`config.mk`:
```
export PLATFORM = sky130hd
export DESIGN_NAME = fetch_unit_flat
export DESIGN_NICKNAME = d
export VERILOG_FILES = /design/src/rtl/fetch_unit_pkg.sv /design/src/rtl/fetch_unit_if.sv /design/src/rtl/fetch_unit_queue.sv /design/src/rtl/fetch_unit.sv /design/src/flat_wrapper.sv
export SDC_FILE = /design/constraint.sdc
export NUM_CORES = 1
export LEC_CHECK = 0
export ABC_AREA = 1
export BUFFER_PORTS_ARGS = -buffer_cell sky130_fd_sc_hd__clkbuf_2
export CAP_MARGIN = 25
export CELL_PAD_IN_SITES_DETAIL_PLACEMENT = 0
export CELL_PAD_IN_SITES_GLOBAL_PLACEMENT = 1
export CORE_MARGIN = 2
export CORE_UTILIZATION = 45
export DETAILED_ROUTE_END_ITERATION = 8
export PLACE_DENSITY = 0.95
export SYNTH_ARGS = -nofsm -noshare
export SYNTH_HDL_FRONTEND = slang
export SYNTH_SLANG_ARGS = --single-unit
```
`constraint.sdc`:
```
create_clock -name clk -period 5.2 [get_ports clk]
set_input_delay 0.52 -clock clk [delete_from_list [all_inputs] [get_ports clk]]
set_output_delay 0.52 -clock clk [all_outputs]
set_load 0.02 [all_outputs]
```
`src/rtl/fetch_unit_pkg.sv`:
```
// Shared types for the fetch front end and the IF/ID pipeline register.
package fetch_unit_pkg;

  localparam int PC_W  = 9;
  localparam int INS_W = 32;

  localparam logic [PC_W-1:0] PC_STEP = PC_W'(4);

  typedef struct packed {
    logic [PC_W-1:0]  pc;
    logic [INS_W-1:0] instr;
  } fq_entry_t;

  typedef struct packed {
    logic      valid;
    fq_entry_t entry;
  } if_id_reg_t;

endpackage

```
`src/rtl/fetch_unit_if.sv`:
```
// Redirect, instruction-memory and decode handshake signals of the fetch unit.
interface fetch_unit_if;
  import fetch_unit_pkg::*;

  logic             redirect_valid;
  logic [PC_W-1:0]  redirect_pc;
  logic             id_ready;
  logic             imem_req;
  logic [PC_W-1:0]  imem_addr;
  logic [INS_W-1:0] imem_rdata;
  logic             if_valid;
  logic [PC_W-1:0]  if_pc;
  logic [INS_W-1:0] if_instr;

  modport master (
    input  redirect_valid, redirect_pc, id_ready, imem_rdata,
    output imem_req, imem_addr, if_valid, if_pc, if_instr
  );

  modport slave (
    output redirect_valid, redirect_pc, id_ready, imem_rdata,
    input  imem_req, imem_addr, if_valid, if_pc, if_instr
  );

endinterface

```
`src/rtl/fetch_unit_queue.sv`:
```
// Small synchronous FIFO of fetched (pc, instr) pairs; clear dominates push.
module fetch_queue
  import fetch_unit_pkg::*;
#(
  parameter int DEPTH = 2
) (
  input  logic                   clk,
  input  logic                   reset,
  input  logic                   clear,
  input  logic                   push,
  input  logic                   pop,
  input  fq_entry_t              wdata,
  output fq_entry_t              rdata,
  output logic [$clog2(DEPTH):0] count,
  output logic                   empty,
  output logic                   full
);

  localparam int PTR_W = $clog2(DEPTH);
  localparam int CNT_W = PTR_W + 1;

  fq_entry_t        mem_q [DEPTH];
  logic [PTR_W-1:0] rdPtr_q;
  logic [PTR_W-1:0] wrPtr_q;
  logic [CNT_W-1:0] count_q;
  logic             wrEn;
  logic             rdEn;

  assign wrEn = push && !clear;
  assign rdEn = pop && !clear && (count_q != '0);

  // Pointers wrap naturally because DEPTH is a power of two.
  always_ff @(posedge clk or posedge reset) begin
    if (reset) begin
      rdPtr_q <= '0;
      wrPtr_q <= '0;
      count_q <= '0;
    end else if (clear) begin
      rdPtr_q <= '0;
      wrPtr_q <= '0;
      count_q <= '0;
    end else begin
      if (wrEn) wrPtr_q <= wrPtr_q + PTR_W'(1);
      if (rdEn) rdPtr_q <= rdPtr_q + PTR_W'(1);
      count_q <= count_q + CNT_W'(wrEn) - CNT_W'(rdEn);
    end
  end

  always_ff @(posedge clk) begin
    if (wrEn) mem_q[wrPtr_q] <= wdata;
  end

  assign rdata = mem_q[rdPtr_q];
  assign count = count_q;
  assign empty = (count_q == '0);
  assign full  = (count_q == CNT_W'(DEPTH));

endmodule

```
`src/rtl/fetch_unit.sv`:
```
// Instruction fetch front end: PC, memory issue, epoch-tagged response capture and queue.
module fetch_unit
  import fetch_unit_pkg::*;
#(
  parameter int              FQ_DEPTH = 2,
  parameter logic [PC_W-1:0] RESET_PC = '0
) (
  input  logic               clk,
  input  logic               reset,
  fetch_unit_if.master       bus
);

  localparam int CNT_W = $clog2(FQ_DEPTH) + 1;
  localparam int OCC_W = CNT_W + 1;

  logic [PC_W-1:0]  pc_q, pc_d;
  logic             inFlight_q, inFlight_d;
  logic             epoch_q, epoch_d;
  logic             flightEpoch_q, flightEpoch_d;
  logic [PC_W-1:0]  flightPc_q, flightPc_d;

  logic             qClear, qPush, qPop, qEmpty, qFull;
  logic [CNT_W-1:0] qCount;
  fq_entry_t        qWdata, qRdata;
  logic             ifValid, deq, issue;
  logic [OCC_W-1:0] occupancy;

  fetch_queue #(.DEPTH(FQ_DEPTH)) u_queue (
    .clk   (clk),
    .reset (reset),
    .clear (qClear),
    .push  (qPush),
    .pop   (qPop),
    .wdata (qWdata),
    .rdata (qRdata),
    .count (qCount),
    .empty (qEmpty),
    .full  (qFull)
  );

  // Requests are only issued when a slot is guaranteed for the response.
  always_comb begin
    ifValid   = !qEmpty && !bus.redirect_valid;
    deq       = ifValid && bus.id_ready;
    occupancy = OCC_W'(qCount) + OCC_W'(inFlight_q) - OCC_W'(deq);
    issue     = !reset && !bus.redirect_valid && (occupancy < OCC_W'(FQ_DEPTH));
    qClear    = bus.redirect_valid;
    qPop      = deq;
    qPush     = inFlight_q && (flightEpoch_q == epoch_q) && !bus.redirect_valid;
    qWdata    = '{pc: flightPc_q, instr: bus.imem_rdata};
  end

  always_comb begin
    pc_d          = pc_q;
    epoch_d       = epoch_q;
    inFlight_d    = issue;
    flightEpoch_d = epoch_q;
    flightPc_d    = pc_q;
    if (bus.redirect_valid) begin
      pc_d    = {bus.redirect_pc[PC_W-1:2], 2'b00};
      epoch_d = ~epoch_q;
    end else if (issue) begin
      pc_d = pc_q + PC_STEP;
    end
  end

  always_ff @(posedge clk or posedge reset) begin
    if (reset) begin
      pc_q          <= RESET_PC;
      epoch_q       <= 1'b0;
      inFlight_q    <= 1'b0;
      flightEpoch_q <= 1'b0;
      flightPc_q    <= '0;
    end else begin
      pc_q          <= pc_d;
      epoch_q       <= epoch_d;
      inFlight_q    <= inFlight_d;
      flightEpoch_q <= flightEpoch_d;
      flightPc_q    <= flightPc_d;
    end
  end

  // An empty queue presents all-zero fields so decode sees a bubble.
  assign bus.imem_req  = issue;
  assign bus.imem_addr = pc_q;
  assign bus.if_valid  = ifValid;
  assign bus.if_pc     = qEmpty ? '0 : qRdata.pc;
  assign bus.if_instr  = qEmpty ? '0 : qRdata.instr;

endmodule
```
`src/flat_wrapper.sv`:
```
// flat-port wrapper written by rule: the top's interface ports become plain ports
module fetch_unit_flat import fetch_unit_pkg::*;
#(
  parameter int              FQ_DEPTH = 2,
  parameter logic [PC_W-1:0] RESET_PC = '0
)
  (clk, reset, bus_redirect_valid, bus_redirect_pc, bus_id_ready, bus_imem_rdata, bus_imem_req, bus_imem_addr, bus_if_valid, bus_if_pc, bus_if_instr);
  fetch_unit_if bus_i ();
  input  logic clk;
  input  logic reset;
  input wire logic [$bits(bus_i.redirect_valid)-1:0] bus_redirect_valid;
  input wire logic [$bits(bus_i.redirect_pc)-1:0] bus_redirect_pc;
  input wire logic [$bits(bus_i.id_ready)-1:0] bus_id_ready;
  input wire logic [$bits(bus_i.imem_rdata)-1:0] bus_imem_rdata;
  output wire logic [$bits(bus_i.imem_req)-1:0] bus_imem_req;
  output wire logic [$bits(bus_i.imem_addr)-1:0] bus_imem_addr;
  output wire logic [$bits(bus_i.if_valid)-1:0] bus_if_valid;
  output wire logic [$bits(bus_i.if_pc)-1:0] bus_if_pc;
  output wire logic [$bits(bus_i.if_instr)-1:0] bus_if_instr;
  assign bus_i.redirect_valid = bus_redirect_valid;
  assign bus_i.redirect_pc = bus_redirect_pc;
  assign bus_i.id_ready = bus_id_ready;
  assign bus_i.imem_rdata = bus_imem_rdata;
  assign bus_imem_req = bus_i.imem_req;
  assign bus_imem_addr = bus_i.imem_addr;
  assign bus_if_valid = bus_i.if_valid;
  assign bus_if_pc = bus_i.if_pc;
  assign bus_if_instr = bus_i.if_instr;
  fetch_unit #(.FQ_DEPTH(FQ_DEPTH), .RESET_PC(RESET_PC)) u_core (.clk(clk), .reset(reset), .bus(bus_i));
endmodule
```
==> impl_metrics.yaml <==
setup_path:
  start_kind: "register"
  cp.required_ns: 4.68
  crit_type: "reg2out"
  worst-path-max-fanout: 8
  r2r_start: "u_core.u_queue.count[1]"
  arrival_ns: 2.73
  crit_start: "u_core.u_queue.count[1]"
  end_kind: "primary output"
sta:
  fmax_ghz: 0.308
  finalSetupViolations: 0
  rsz0062_at_grt: "false"
  hold_viol: 0
  setup_tns_ns: 0
  tightest_slew_ns: 0.811
  slew_violations: 0
  finalCritPeriodShare_pct: 62.5
  max_slew_margin_pct: 45.9
  clock_skew_ns: 0.0149
  fin_crit_ns: 3.25
  hold-worst-slack_ns: 0.305
routing:
  num_vias: 2672
  drt_iter0_drc: 116
  wirelength_um: 7500
  post_drt_via_cell_ratio: 4.94
  drt-met1-wl_um: 3220
  route.detailed.drc: 0
  maxUsedRoutingLayer: "met4"
  wl_per_cell_um: 13.9
  wl_met2_um: 3660
  ant_nets: 0
  dr.pass1.iters: 4
  wl_met3_um: 528
yosys:
  synth_xor_area_share_pct: 0.879
  synth_top_family_by_area: "simple AND/OR/NAND/NOR gates"
  synth.distinct_cells: 24
  synth-simple-area-share_pct: 14.8
  synth_area_leaders: "edfxtp_1 59%, dfrtp_1 13%, nand2_1 11%, a21oi_1 4.9%, nand3_1 2.5%"
  yosysTopAreaCellShare_pct: 58.7
  yosysSeqAreaShare_pct: 71.9
  synthMuxAreaShare_pct: 0
  synth_top_area_cell: "edfxtp_1"
  synth_compound_area_share_pct: 5.90
  synth_seq_cells: 99
  yosys_warnings: 0
  synthAdderAreaFrac_pct: 1.76
  syn_avg_cell_area_um2: 11.8
  syn_area_um2: 3990
  synth_cells: 338
power:
  intPower_w: 0.00131
  p_per_area_nw_per_um2: 407
  totalPowerFinal_w: 0.00193
  pwr-share-comb_pct: 24.5
  p_clk_share_pct: 23.8
  leakagePower_nw: 2.02
  p_seq_share_pct: 51.7
  ir_worst_vdd_mv: 0.170
  p_switching_w: 0.000621
  switching_share_pct: 32.2
place:
  place_area_um2: 4550
  place_congestion: 0.793
  dpl.hpwl_um: 4950
  dp.cells: 525
  port_buffers: 90
clock_tree:
  ctsHoldBuffers: 0
  clock_path_buffers: 2
  htreeDepth: 3
  cts_setup_buffers: 0
  clk_latency_ns: 0.35
  root_buffer: "clkbuf_8"
  tritoncts.num_buffers: 9
  clkTransAtPathRegs_ns: 0.09
  cts_resized: 0
  cts_tree: "built"
  clock_sinks: 99
final_layout:
  design_area_um2: 4740
  area_delta_synth_final_pct: 18.8
  fillCellCount: 750
  fin_cells: 541
  final_net_count: 478
  mostFrequentLayoutCells: "114 x nand2_1, 90 x clkbuf_2, 78 x edfxtp_1"
  final_common_cell: "nand2_1"
  diodes: 0
  drive_above_1_share_pct: 27.3
run:
  max_cap_violations: 0
global_route:
  track_usage_pct: 15.9
  grt_pass1_vias: 2572
  grt_pass1_wl_um: 12200
  grt_overflow: 0
  antenna_found_initial: 0
  grt_max_degree: 42
die:
  core-area_um2: 8640
  start_util_pct: 46.2
  die_h_um: 98.1
  die-width_um: 98.1
  placementRows: 34
  die_area_um2: 9630
  boundaryPins: 97
min_path:
  hp-class: "in2async"
outcome:
  status: "finished, final reports clean"
==> sequential cells by signal (all words and copies together), names as in the netlist <==
| register | flops |
|---|---|
| u_core.u_queue.mem_q | 78 |
| u_core.flightPc_q | 7 |
| u_core.epoch_q | 1 |
| u_core.flightEpoch_q | 1 |
| u_core.inFlight_q | 1 |
| u_core.u_queue.wrPtr_q | 1 |
| u_core.bus.imem_addr | 7 |
| u_core.u_queue.rdPtr_q | 1 |
| u_core.u_queue.count | 2 |
==> power by group through the flow <==
stage / logic, W / clock network (W) / registers (W)
6_report: 0.000472 / 0.000459 / 0.000998
5_1_grt: 0.000526 / 0.000501 / 0.00101
4_1_cts: 0.000480 / 0.000473 / 0.000999
3_5_place_dp: 0.000478 / 0 / 0.00102
3_3_place_gp: 0.000463 / 0 / 0.00101
2_1_floorplan: 0.000316 / 0 / 0.00102
==> area by class of cell <==
type	instances	area [um^2]	share of cell area [%]
inverters	20	75.1	1.59
well taps	108	135	2.85
repair buffers	94	505	10.7
clock buffers	11	131	2.77
clock inverters	5	55.1	1.16
multi-input cells	204	966	20.4
flip-flops and latches	99	2870	60.6
==> cells in the mapped netlist <==
cell type and instances:
nand2_1 114, edfxtp_1 78, a21oi_1 39, dfrtp_1 21, nand3_1 20, inv_1 16
buf_2 10, nor2_1 7, buf_4 6, ha_1 4, inv_2 4, xor2_1 3
a21boi_1 2, nor2_2 2, o21ai_0 2, o21bai_1 2, buf_6 1, clkbuf_1 1
conb_1 1, fa_1 1, nand2_2 1, nand4_1 1, nor2_4 1, xnor2_1 1
==> layer usage <==
layer  global-route usage (%)  vias to the layer above
met2                     26.0                       95
met3                     4.44                       11
li1                         -                     1315
met1                     21.1                     1251
met5                        0                        -
met4                     4.21                        0
==> through the flow <==
step                      setup WS [ns]  utilization (%)
after floorplan                    2.30                -
after global placement             2.16             52.2
after detailed placement           2.08             52.7
after CTS                          1.92             54.8
after global routing               1.74             54.8
final                              1.95             54.8
==> worst paths after layout <==
kind                                               end  slack (ns)  cells past startpoint
setup / recovery                          bus_imem_req        1.95                     11
hold / removal                    u_core.flightPc_q[6]        0.30                      2
setup reg to reg               u_core.bus.imem_addr[4]        2.76                     15
hold reg to reg            u_core.u_queue.mem_q[1][40]        0.45                      0
max in group asynchronous       u_core.u_queue.rdPtr_q        4.38                      2
min in group clk            u_core.u_queue.mem_q[0][7]        0.35                      1
==> cell families (layout without fill, tap and decap cells) <==
family,Yosys count,count (layout)
other,1,4
buffers and inverters,38,130
AO/OA/AOI/OAI,45,45
flip-flops,99,99
XOR/XNOR,4,4
adder cells (fa/ha/maj),5,5
AND/OR/NAND/NOR,146,146
==> worst max-delay path: stages (launching register included) <==
cell and delay, ns:
dfrtp_1 0.49, nor2_4 0.14, nor2_2 0.05, nand2_1 0.14, inv_1 0.06, ha_1 0.26
inv_1 0.05, nand2_1 0.05, fa_1 0.52, nand3_1 0.14, nor2_4 0.27, clkbuf_2 0.21
Note: power is estimated with default switching activity, not from simulation.
